File: config.mk
export PLATFORM = sky130hd
export DESIGN_NAME = cpu_host_loader
export DESIGN_NICKNAME = d
export VERILOG_FILES = /design/src/rtl/cpu_host_loader.sv
export SDC_FILE = /design/constraint.sdc
export NUM_CORES = 1
export LEC_CHECK = 0
export BUFFER_PORTS_ARGS = -buffer_cell sky130_fd_sc_hd__buf_2
export CAP_MARGIN = 40
export CORE_AREA = 2 2 178 180
export CTS_CLUSTER_DIAMETER = 40
export CTS_CLUSTER_SIZE = 12
export DETAILED_ROUTE_END_ITERATION = 7
export DIE_AREA = 0 0 180 182
export GPL_ROUTABILITY_DRIVEN = 0
export PLACE_DENSITY_LB_ADDON = 0.3
export SLEW_MARGIN = 10
export SYNTH_ARGS = -nofsm -noshare
export SYNTH_HDL_FRONTEND = slang
export SYNTH_SLANG_ARGS = --single-unit
File: constraint.sdc
create_clock -name clk -period 5.3 [get_ports clk]
set_input_delay 0.265 -clock clk [delete_from_list [all_inputs] [get_ports clk]]
set_output_delay 0.265 -clock clk [all_outputs]
set_load 0.1 [all_outputs]
File: src/rtl/cpu_host_loader.sv
// Host-side loader for the CPU's external memory ports: streams a program into
// instruction memory, runs the CPU for a fixed cycle count, then dumps data memory.
module cpu_host_loader #(
  parameter int unsigned IMEM_WORDS = 512,
  parameter int unsigned DMEM_WORDS = 1024,
  parameter int unsigned RUN_W      = 32
) (
  input  logic             clk,
  input  logic             arst_n,
  input  logic             start,
  input  logic [9:0]       prog_len,
  input  logic [RUN_W-1:0] run_cycles,
  input  logic [10:0]      dump_len,
  input  logic             in_valid,
  output logic             in_ready,
  input  logic [31:0]      in_data,
  output logic [63:0]      addr_ext,
  output logic             wen_ext,
  output logic             ren_ext,
  output logic [31:0]      wdata_ext,
  output logic             cpu_enable,
  output logic [63:0]      addr_ext_2,
  output logic             wen_ext_2,
  output logic             ren_ext_2,
  output logic [63:0]      wdata_ext_2,
  input  logic [63:0]      rdata_ext_2,
  output logic             out_valid,
  input  logic             out_ready,
  output logic [63:0]      out_data,
  output logic             busy,
  output logic             done
);

  localparam int unsigned PL_W = 10;
  localparam int unsigned DL_W = 11;

  typedef enum logic [2:0] {
    S_IDLE, S_LOAD, S_FLUSH, S_RUN, S_DREQ, S_DWAIT, S_DOUT, S_DONE
  } state_t;

  state_t             r_state;
  state_t             w_nxt;
  logic [PL_W-1:0]    r_prog_len;
  logic [DL_W-1:0]    r_dump_len;
  logic [PL_W-1:0]    r_load_cnt;
  logic [DL_W-1:0]    r_dump_cnt;
  logic [RUN_W-1:0]   r_run_cnt;
  logic               r_in_ready;
  logic               r_wen_ext;
  logic [63:0]        r_addr_ext;
  logic [31:0]        r_wdata_ext;
  logic               r_cpu_enable;
  logic               r_ren_ext_2;
  logic [63:0]        r_addr_ext_2;
  logic               r_out_valid;
  logic [63:0]        r_out_data;
  logic               r_busy;
  logic               r_done;

  logic [PL_W-1:0]    w_prog_clamp;
  logic [DL_W-1:0]    w_dump_clamp;
  logic               w_start_acc;
  logic               w_in_hs;
  logic               w_out_hs;
  logic               w_load_last;
  logic               w_dump_last;
  logic [DL_W-1:0]    w_dump_idx;

  assign w_prog_clamp = (prog_len > PL_W'(IMEM_WORDS)) ? PL_W'(IMEM_WORDS) : prog_len;
  assign w_dump_clamp = (dump_len > DL_W'(DMEM_WORDS)) ? DL_W'(DMEM_WORDS) : dump_len;
  assign w_start_acc  = start && ((r_state == S_IDLE) || (r_state == S_DONE));
  assign w_in_hs      = (r_state == S_LOAD) && r_in_ready && in_valid;
  assign w_out_hs     = (r_state == S_DOUT) && r_out_valid && out_ready;
  assign w_load_last  = (r_load_cnt + PL_W'(1)) == r_prog_len;
  assign w_dump_last  = (r_dump_cnt + DL_W'(1)) == r_dump_len;
  // DREQ is only entered from DOUT for words after the first.
  assign w_dump_idx   = (r_state == S_DOUT) ? (r_dump_cnt + DL_W'(1)) : '0;

  // First active phase that still has work to do.
  function automatic state_t route(input logic p_nz, input logic r_nz, input logic d_nz);
    if (p_nz)      return S_LOAD;
    else if (r_nz) return S_RUN;
    else if (d_nz) return S_DREQ;
    else           return S_DONE;
  endfunction

  // Next-state decode
  always_comb begin
    w_nxt = r_state;
    case (r_state)
      S_IDLE, S_DONE: if (start) w_nxt = route(w_prog_clamp != '0, run_cycles != '0,
                                               w_dump_clamp != '0);
      S_LOAD:  if (w_in_hs && w_load_last) w_nxt = S_FLUSH;
      S_FLUSH: w_nxt = route(1'b0, r_run_cnt != '0, r_dump_len != '0);
      S_RUN:   if (r_run_cnt <= RUN_W'(1)) w_nxt = route(1'b0, 1'b0, r_dump_len != '0);
      S_DREQ:  w_nxt = S_DWAIT;
      S_DWAIT: w_nxt = S_DOUT;
      S_DOUT:  if (w_out_hs) w_nxt = w_dump_last ? S_DONE : S_DREQ;
      default: w_nxt = S_IDLE;
    endcase
  end

  // State, counters and registered strobes
  always_ff @(posedge clk or negedge arst_n) begin
    if (!arst_n) begin
      r_state      <= S_IDLE;
      r_prog_len   <= '0;
      r_dump_len   <= '0;
      r_load_cnt   <= '0;
      r_dump_cnt   <= '0;
      r_run_cnt    <= '0;
      r_in_ready   <= 1'b0;
      r_wen_ext    <= 1'b0;
      r_addr_ext   <= '0;
      r_wdata_ext  <= '0;
      r_cpu_enable <= 1'b0;
      r_ren_ext_2  <= 1'b0;
      r_addr_ext_2 <= '0;
      r_out_valid  <= 1'b0;
      r_out_data   <= '0;
      r_busy       <= 1'b0;
      r_done       <= 1'b0;
    end else begin
      r_state      <= w_nxt;
      r_in_ready   <= (w_nxt == S_LOAD);
      r_cpu_enable <= (w_nxt == S_RUN);
      r_ren_ext_2  <= (w_nxt == S_DREQ);
      r_out_valid  <= (w_nxt == S_DOUT);
      r_busy       <= (w_nxt != S_IDLE) && (w_nxt != S_DONE);
      r_done       <= (w_nxt == S_DONE);
      r_wen_ext    <= w_in_hs;

      if (w_start_acc) begin
        r_prog_len <= w_prog_clamp;
        r_dump_len <= w_dump_clamp;
        r_run_cnt  <= run_cycles;
        r_load_cnt <= '0;
        r_dump_cnt <= '0;
      end

      if (w_in_hs) begin
        r_addr_ext  <= 64'({r_load_cnt, 2'b00});
        r_wdata_ext <= in_data;
        r_load_cnt  <= r_load_cnt + PL_W'(1);
      end

      if ((r_state == S_RUN) && (r_run_cnt != '0)) r_run_cnt <= r_run_cnt - RUN_W'(1);

      if (w_nxt == S_DREQ) r_addr_ext_2 <= 64'({w_dump_idx, 3'b000});
      if (r_state == S_DWAIT) r_out_data <= rdata_ext_2;
      if (w_out_hs) r_dump_cnt <= r_dump_cnt + DL_W'(1);
    end
  end

  assign in_ready    = r_in_ready;
  assign addr_ext    = r_addr_ext;
  assign wen_ext     = r_wen_ext;
  assign ren_ext     = 1'b0;
  assign wdata_ext   = r_wdata_ext;
  assign cpu_enable  = r_cpu_enable;
  assign addr_ext_2  = r_addr_ext_2;
  assign wen_ext_2   = 1'b0;
  assign ren_ext_2   = r_ren_ext_2;
  assign wdata_ext_2 = '0;
  assign out_valid   = r_out_valid;
  assign out_data    = r_out_data;
  assign busy        = r_busy;
  assign done        = r_done;

endmodule

* Yosys cells after proc, flatten, opt, wreduce, memory -nomap -nowiden *
Cells that the tools add are included.

storage, ports and cells
  flip-flop bits (word level) = 201
  input port bits = 154
  output and inout port bits = 297
  logic and storage cells = 78

operators by class
  add/sub/neg operators = 3
  $lt $le $gt $ge = 3
  equality and inequality tests = 15
  multiplexer cells = 20
  reduce and logical (&&, ||, !) cells = 20

operators with widths
  kind                                                                               number
  32-bit two-way mux                                                                 2
  32-bit nonzero test                                                                2
  11-bit two-way mux                                                                 4
  32-bit by 1-bit less-or-equal comparator with 1-bit output, second input constant  1
  32-bit by 1-bit subtractor with 32-bit output, second input constant               1
  10-bit two-way mux                                                                 3
  11-bit nonzero test                                                                2
  3-bit equality test, second input constant                                         7
  3-bit two-way mux                                                                  7
  3-bit one-hot mux with 7 select lines                                              1
  11-bit by 1-bit adder with 11-bit output, second input constant                    1
  11-bit equality test                                                               1
  11-bit > comparator, second input constant                                         1
  10-bit by 1-bit adder with 10-bit output, second input constant                    1
  10-bit equality test                                                               1
  10-bit > comparator, second input constant                                         1
  10-bit nonzero test                                                                1
  3-bit by 2-bit equality test with 1-bit output, second input constant              3
  1-bit logical AND                                                                  8
  3-bit by 1-bit equality test with 1-bit output, second input constant              2
  2-bit two-way mux                                                                  3
  2-bit nonzero test                                                                 3
  3-bit logical NOT                                                                  1
  3-bit != test, second input constant                                               1
  other kinds (3)                                                                    3

* Depth between registers and ports, before layout *
Gate-level depths: netlist of the first run.

  depth after elaboration = 10
  mapped depth = 13
  mapped depth without buffers = 10

* Worst setup path after synthesis of the first run *
OpenSTA, ideal clock, no wires.

  path kind = flip-flop to flip-flop
  start point = register r_dump_cnt[0]
  end point = register r_addr_ext_2[10], in the netlist addr_ext_2[10]
  library setup time = 0.126 ns
  arrival = 2.805 ns
  required time = 5.174 ns
  path slack = 2.369 ns
  cell stages (with the launch flop) = 14
  buffers on the path = 3
  clock period less this slack = 2.931 ns
  path through = dfrtp_1 > ha_1 > and3_1 > buf_2 > and3_1 > clkbuf_1 > or3b_1 > o2111ai_1 > nor4_2 > o21ai_1 > a21oi_2 > nor3b_4 > buf_6 > mux2_4

on the way
  word-level cells in the longest chain between the ends = 6
  elaborated cells on any way between the ends = 7
  those cells by class = 1 x add/sub; 2 x eq/ne; 4 x mux

RTL lines
  item                                      RTL line  RTL
  start: declaration                        46        logic [DL_W-1:0] r_dump_cnt;
  start signal: assignment                  151       if (w_out_hs) r_dump_cnt <= r_dump_cnt + DL_W'(1);
  11-bit by 1-bit adder with 11-bit output  75        assign w_dump_last = (r_dump_cnt + DL_W'(1)) == r_dump_len;
  11-bit equality test                      75
  2-bit two-way mux                         98        S_DOUT: if (w_out_hs) w_nxt = w_dump_last ? S_DONE : S_DREQ;
  3-bit two-way mux                         98
  3-bit one-hot mux with 7 select lines     90        case (r_state)
  via w_nxt[1]                              42        state_t w_nxt;
  3-bit equality test                       149       if (w_nxt == S_DREQ) r_addr_ext_2 <= 64'({w_dump_idx, 3'b000});
  end signal: assignment                    149
  end: declaration                          54        logic [63:0] r_addr_ext_2;

The timed path passes the listed nets, and every way through them passes these cells.
A chain may end at the register's enable or synchronous reset.

* Worst setup path after layout of the first run *
  start point = register r_load_cnt[0]
  end point = register r_addr_ext_2[13], in the netlist addr_ext_2[13]

on the way
  word-level cells in the longest chain between the ends = 6

RTL lines
  item                                      RTL line  RTL
  start: declaration                        45        logic [PL_W-1:0] r_load_cnt;
  start signal: assignment                  144       r_load_cnt <= r_load_cnt + PL_W'(1);
  10-bit by 1-bit adder with 10-bit output  74        assign w_load_last = (r_load_cnt + PL_W'(1)) == r_prog_len;
  10-bit equality test                      74
  1-bit logical AND                         93        S_LOAD: if (w_in_hs && w_load_last) w_nxt = S_FLUSH;
  3-bit two-way mux                         93
  3-bit one-hot mux with 7 select lines     90
  3-bit equality test                       149

No other way between the ends.

==> run metrics, run 1 <==
port bufs=277; drc violations=0; worst hold path type=in -> reg; crit start category=register; Synth Area per Inst=9.73 um^2; critical path class=reg -> reg; first-pass GRT wire length=45.5 mm; final hold vios=0; CTS root buf=clkbuf_16; Synth top cells by count=223 x nand2_1, 201 x dfrtp_1, 174 x buf_4; # rows=65; clock skew=16.5 ps; Final #Nets=1636; Setup TNS=0 ps; first drt pass iteration count=4; Bufs and invs on worst path=0; max cap viols=0; worst path cell trace=ha_1, nand3_1, or3b_2, o31ai_1, nand4_1, nor4_1, nor3_1, a21oi_2, nor3b_4, mux2_2; vias in the first global route=8511; worst skew pair latency=500 ps; largest family of logic cells by synthesized area=simple AND/OR/NAND/NOR gates; ANT nets after route=0; crit path max fanout=12; Via density=4.63; top_reg_cell synth=dfrtp_1; asr flop ratio synth=100%; worst ir drop on vdd=0.000470 V; WL final=28.4 mm; cells after synthesis=1108; fin crit share=68.7%; die width=180 um; CORE AREA=31000 um^2; CTS tree=built; CP max stage cell=nor3b_4; Synth Area in XOR/XNOR=2.44%; CTS buffer count=35; CP arrival=4010 ps; clock sinks=201; Synth area leaders=dfrtp_1 47%, buf_4 12%, nand2_1 7.8%, mux2_2 7.1%, o21ai_0 1.9%; I/O pin count=451; CP top delay family=simple AND/OR/NAND/NOR gates; max_slew headroom=43.7%; Via Count=8820; wire per inst=14.9 um; GRT Residual Overflow=0; Req. time, crit path=5670 ps; EDFF count, synth=0; htree depth=2; mux share of post-synthesis cell area=8.59%; Final setup viols=0; Synth-to-Final Area Change=30.3%; Slew @ Worst Pin=845 ps; die area=32800 um^2; Max Transition Viols Final=0; layout cells sized above 1=29.6%; post-synthesis simple-gate area fraction=18.0%; Critical Path Max Stage Delay=670 ps; fmax=275 MHz; Max clock buf depth=3; Yosys cell types=68; initial core utilization=34.8%; HPWL after DPL=19.3 mm; Setup crit end kind=register; Die Y=182 um; setup bufs post-CTS=0; Synthesis Warnings=0; clock slew at reported path FFs=50 ps; First DRT Iteration DRCs=335; Layout Cells excl Fill=1904; largest net degree at the start of global routing=102; Adder-Cell Fraction of Synth Area=0.580%; Seq/Total Area, Yosys=46.7%; Netlist Area Pre-Place=10800 um^2; DP Cell Count=1739; pwr/cell area=709 nW/um^2; outcome=finished clean; most common cell in the netlist=nand2_1; fillers=2943; post-synthesis compound-gate area fraction=9.08%; cell accounting for the most synthesized area=dfrtp_1; Synth Register Bits=201; Period minus WS final=3640 ps; initial antenna violation count=1; share of the synthesized area in the top cell type=46.7%; Static Leakage=0.00683 uW; RSZ-0062 raised after global routing=false; GR Util All Layers=16.9%
[final timing paths]
| kind | startpoint | to | slack (ps) | depth (start not counted) |
|---|---|---|---|---|
| max in group asynchronous | arst_n | r_run_cnt[29]$_DFFE_PN0P_ | 3930 | 4 |
| worst min register to register | addr_ext[4]$_DFFE_PN0P_ | addr_ext[4]$_DFFE_PN0P_ | 460 | 2 |
| min in group asynchronous | arst_n | wdata_ext[18]$_DFFE_PN0P_ | 140 | 2 |
| worst max-delay path | r_load_cnt[0]$_DFFE_PN0P_ | addr_ext_2[13]$_DFFE_PN0N_ | 1660 | 10 |
| worst max register to register | r_load_cnt[0]$_DFFE_PN0P_ | addr_ext_2[13]$_DFFE_PN0N_ | 1660 | 10 |
| worst min-delay path | run_cycles[12] | r_run_cnt[12]$_DFFE_PN0P_ | 20 | 3 |
[per-stage QoR]
| step | power [uW] | area [um^2] | worst slack (ps) | util, % | hold WS (ps) |
|---|---|---|---|---|---|
| finish | 9960 | 14000 | 1660 | 45.3 | 17.5 |
| global route | 10400 | 14000 | 1430 | 45.3 | 8.35 |
| CTS | 10000 | 14000 | 1680 | 45.2 | 0.666 |
| detailed placement | 7780 | 11900 | 1710 | 38.3 | 409 |
| global placement | 7720 | 11900 | 1810 | 38.3 | 406 |
| floorplan | 7010 | 11400 | 2370 | - | -30.6 |
[power breakdown]
group,switching [uW],internal (uW)
Combinational,4310,934
Sequential,450,2130
Clock,767,1370
[cell families after synthesis]
| logic type | count (synthesis) |
|---|---|
| other cells | 1 |
| mux | 80 |
| xor+xnor | 30 |
| compound gates | 145 |
| fa+ha+maj | 5 |
| flops | 201 |
| simple gates | 406 |
| buf+inv | 240 |
[state kept, by name (all words and copies together) (netlist names), 10 cells and up]
signal,flops
addr_ext_2,11
out_data,64
r_dump_len,11
r_prog_len,10
wdata_ext,32
r_run_cnt,32
r_dump_cnt,11
addr_ext,10
r_load_cnt,10
[cells in the final DEF (no fill, tap or decap), types with 8 or more instances in the layout]
| master | n |
|---|---|
| clkbuf_16 | 35 |
| o21ai_0 | 41 |
| a22o_1 | 8 |
| nor4_1 | 23 |
| mux2_4 | 8 |
| inv_1 | 13 |
| o31ai_1 | 8 |
| xor2_1 | 10 |
| mux2_2 | 68 |
| nand3_1 | 29 |
| o211ai_1 | 10 |
| and3_1 | 8 |
| nor3_1 | 19 |
| nand3b_1 | 13 |
| a21oi_1 | 25 |
| nand2_1 | 222 |
| buf_2 | 276 |
| xnor2_1 | 20 |
| dfrtp_1 | 201 |
| nor2_1 | 43 |
| dlygate4sd3_1 | 102 |
| o311ai_0 | 8 |
| conb_1 | 173 |
[tightest hold or removal path: cells and delay by family]
kind / cells / cell delay (ps)
simple gates: 1 / 60
compound gates: 1 / 50
buf+inv: 1 / 90
[layout make-up]
class	instances	area (um^2)	share of cell area (%)
repair buffers	387	2510	17.9
well taps	402	503	3.58
flip-flops and latches	201	5030	35.8
clock inverters	17	168	1.19
inverters	13	48.8	0.348
clock buffers	44	950	6.76
multi-input cells	839	4830	34.4
diodes	1	2.50	0.0178
[routing by layer]
layer  global-route usage (%)  vias up  share of wire [%]
met2                     28.4      338                 48
met1                     22.1     4207                 42
met4                     5.14        0                2.3
li1                         -     4224                  -
met3                     3.41       51                7.0
met5                        0        -                  0
[timing repair]
action | 4_1_cts | 5_1_grt
gates resized for setup | 0 | 0
hold buffers | 102 | 0
setup endpoints to repair | 0 | 0
endpoints found under the hold margin | 201 | 0
Note: power is estimated with default switching activity, not from simulation.
==> run 2: changes to the inputs <==
==> constraint.sdc (replaced) <==
create_clock -name clk -period 3.15 [get_ports clk]
set_input_delay 0.1575 -clock clk [delete_from_list [all_inputs] [get_ports clk]]
set_output_delay 0.1575 -clock clk [all_outputs]
set_load 0.1 [all_outputs]
==> run metrics, run 2 (synthesized netlist as in run 1, its figures left out) <==
reg2reg start=r_run_cnt[22]$_DFFE_PN0P_; Critical Path Max Stage Delay=550 ps; largest net degree at the start of global routing=93; CORE AREA=31000 um^2; fin area=14900 um^2; First DRT Iteration DRCs=356; htree depth=2; critical path class=reg -> reg; Final setup viols=0; worst path cell trace=or4_4, or4_4, nor3_4, nand4_1, o21ai_1, nor3_1, a21oi_2, nor3b_4, buf_12, mux2_2; fmax=332 MHz; Req. time, crit path=3520 ps; Setup WS post-layout=139 ps; Worst R2R End=addr_ext_2[3]$_DFFE_PN0N_; worst hold path type=in -> reg; clock share of power=23.2%; WL final=28.7 mm; drc violations=0; Max clock buf depth=3; CTS buffer count=36; R2R setup slack=140 ps; Slew @ Worst Pin=839 ps; ANT nets after route=0; wire per inst=14.5 um; Max Transition Viols Final=0; HPWL after DPL=19.6 mm; I/O pin count=451; Static Leakage=0.00723 uW; Final #Nets=1715; pwr/cell area=1160 nW/um^2; Via density=4.56; Pint=7990 uW; clock sinks=201; worst ir drop on vdd=0.000562 V; initial core utilization=34.8%; first drt pass iteration count=5; first-pass GRT wire length=45.8 mm; die width=180 um; CTS tree=built; outcome=finished clean; overall power=17400 uW; max_slew headroom=43.7%; final hold vios=0; Post-Place Setup Slack=28.5 ps; Die Y=182 um; GR Util All Layers=16.9%; Gate power share=51.9%; fin crit share=95.6%; Hold Crit Depth=3; initial antenna violation count=1; Period minus WS final=3010 ps; layout cells sized above 1=30.6%; Placement Cell Area=12100 um^2; max cap viols=0; port bufs=277; worst skew pair latency=500 ps; Seq pwr share=24.8%; crit start category=register; Critical Path Source=r_run_cnt[22]$_DFFE_PN0P_; Sw Pwr=9410 uW; FF-to-FF path depth=10; Setup TNS=0 ps; Synth-to-Final Area Change=38.6%; RSZ-0062 raised after global routing=true; crit path max fanout=12; most common cell after layout, fill and taps aside=buf_2; GRT Residual Overflow=0; Via Count=9060; die area=32800 um^2; DP Cell Count=1765; CTS root buf=clkbuf_16; CP max stage cell=or4_4; max reg flops=64; clock slew at reported path FFs=50 ps; Setup crit end kind=register; clock skew=10.7 ps; # rows=65; vias in the first global route=8774; HP Start=run_cycles[0]; commonest cells after routing, fill and taps aside=276 x buf_2, 222 x nand2_1, 201 x dfrtp_1, 173 x conb_1, 151 x dlygate4sd3_1; CP arrival=3380 ps; CP top delay family=simple AND/OR/NAND/NOR gates; Hold Path Sink=r_run_cnt[0]$_DFFE_PN0P_; Bufs and invs on worst path=1; Net Sw Frac=54.1%; CP dominant cell by count=or4_4; Layout Cells excl Fill=1986
[run 2: worst max-delay path by stage]
stage	to	slack (ps)	cells after the start
after detailed placement	addr_ext_2[3]$_DFFE_PN0N_	30	12
after CTS	addr_ext_2[3]$_DFFE_PN0N_	3	12
final	addr_ext_2[3]$_DFFE_PN0N_	140	10
after global placement	addr_ext_2[13]$_DFFE_PN0N_	80	12
after global routing	addr_ext_2[13]$_DFFE_PN0N_	-9	10
after floorplan	addr_ext_2[10]$_DFFE_PN0N_	220	13
[run 2: repair_timing]
item	CTS	global route
setup endpoints to repair	0	15
endpoints found under the hold margin	237	0
gates resized for setup	0	7
hold buffers	151	0
buffers inserted	0	4
[run 2: per-stage QoR]
stage          utilization [%]  hold slack [ps]
6_report                  48.2             35.3
5_1_grt                   48.2             42.5
4_1_cts                   48.0             1.15
3_5_place_dp              39.0              266
3_3_place_gp              39.0              273
2_1_floorplan                -             -138
[run 2: cell type report]
class,instances,area [um^2]
Antenna cell,1,2.50
Clock inverter,20,274
Inverter,13,48.8
Clock buffer,45,1010
Timing Repair Buffer,465,3220
Sequential cell,201,5030
Multi-Input combinational cell,839,4860
Tap cell,402,503
Fill cell,2824,16000
[run 2: per-layer routing]
layer	vias up	GRT usage [%]	wire, um
met3	49	3.51	1850
met5	-	0	0
met4	0	5.40	637
met2	335	29.2	14200
li1	4387	-	-
met1	4289	21.2	12000
[run 2: power groups by stage]
stage | logic (uW) | clock network (uW) | registers, uW
after floorplan | 2740 | 0 | 9050
after global placement | 8790 | 0 | 4280
after detailed placement | 8850 | 0 | 4330
after CTS | 9010 | 4160 | 4290
after global routing | 9410 | 4270 | 4470
final | 9040 | 4040 | 4320
[run 2: tightest hold or removal path, stage by stage]
cell and delay, ps:
buf_2 110, o22ai_1 90, a21oi_1 120
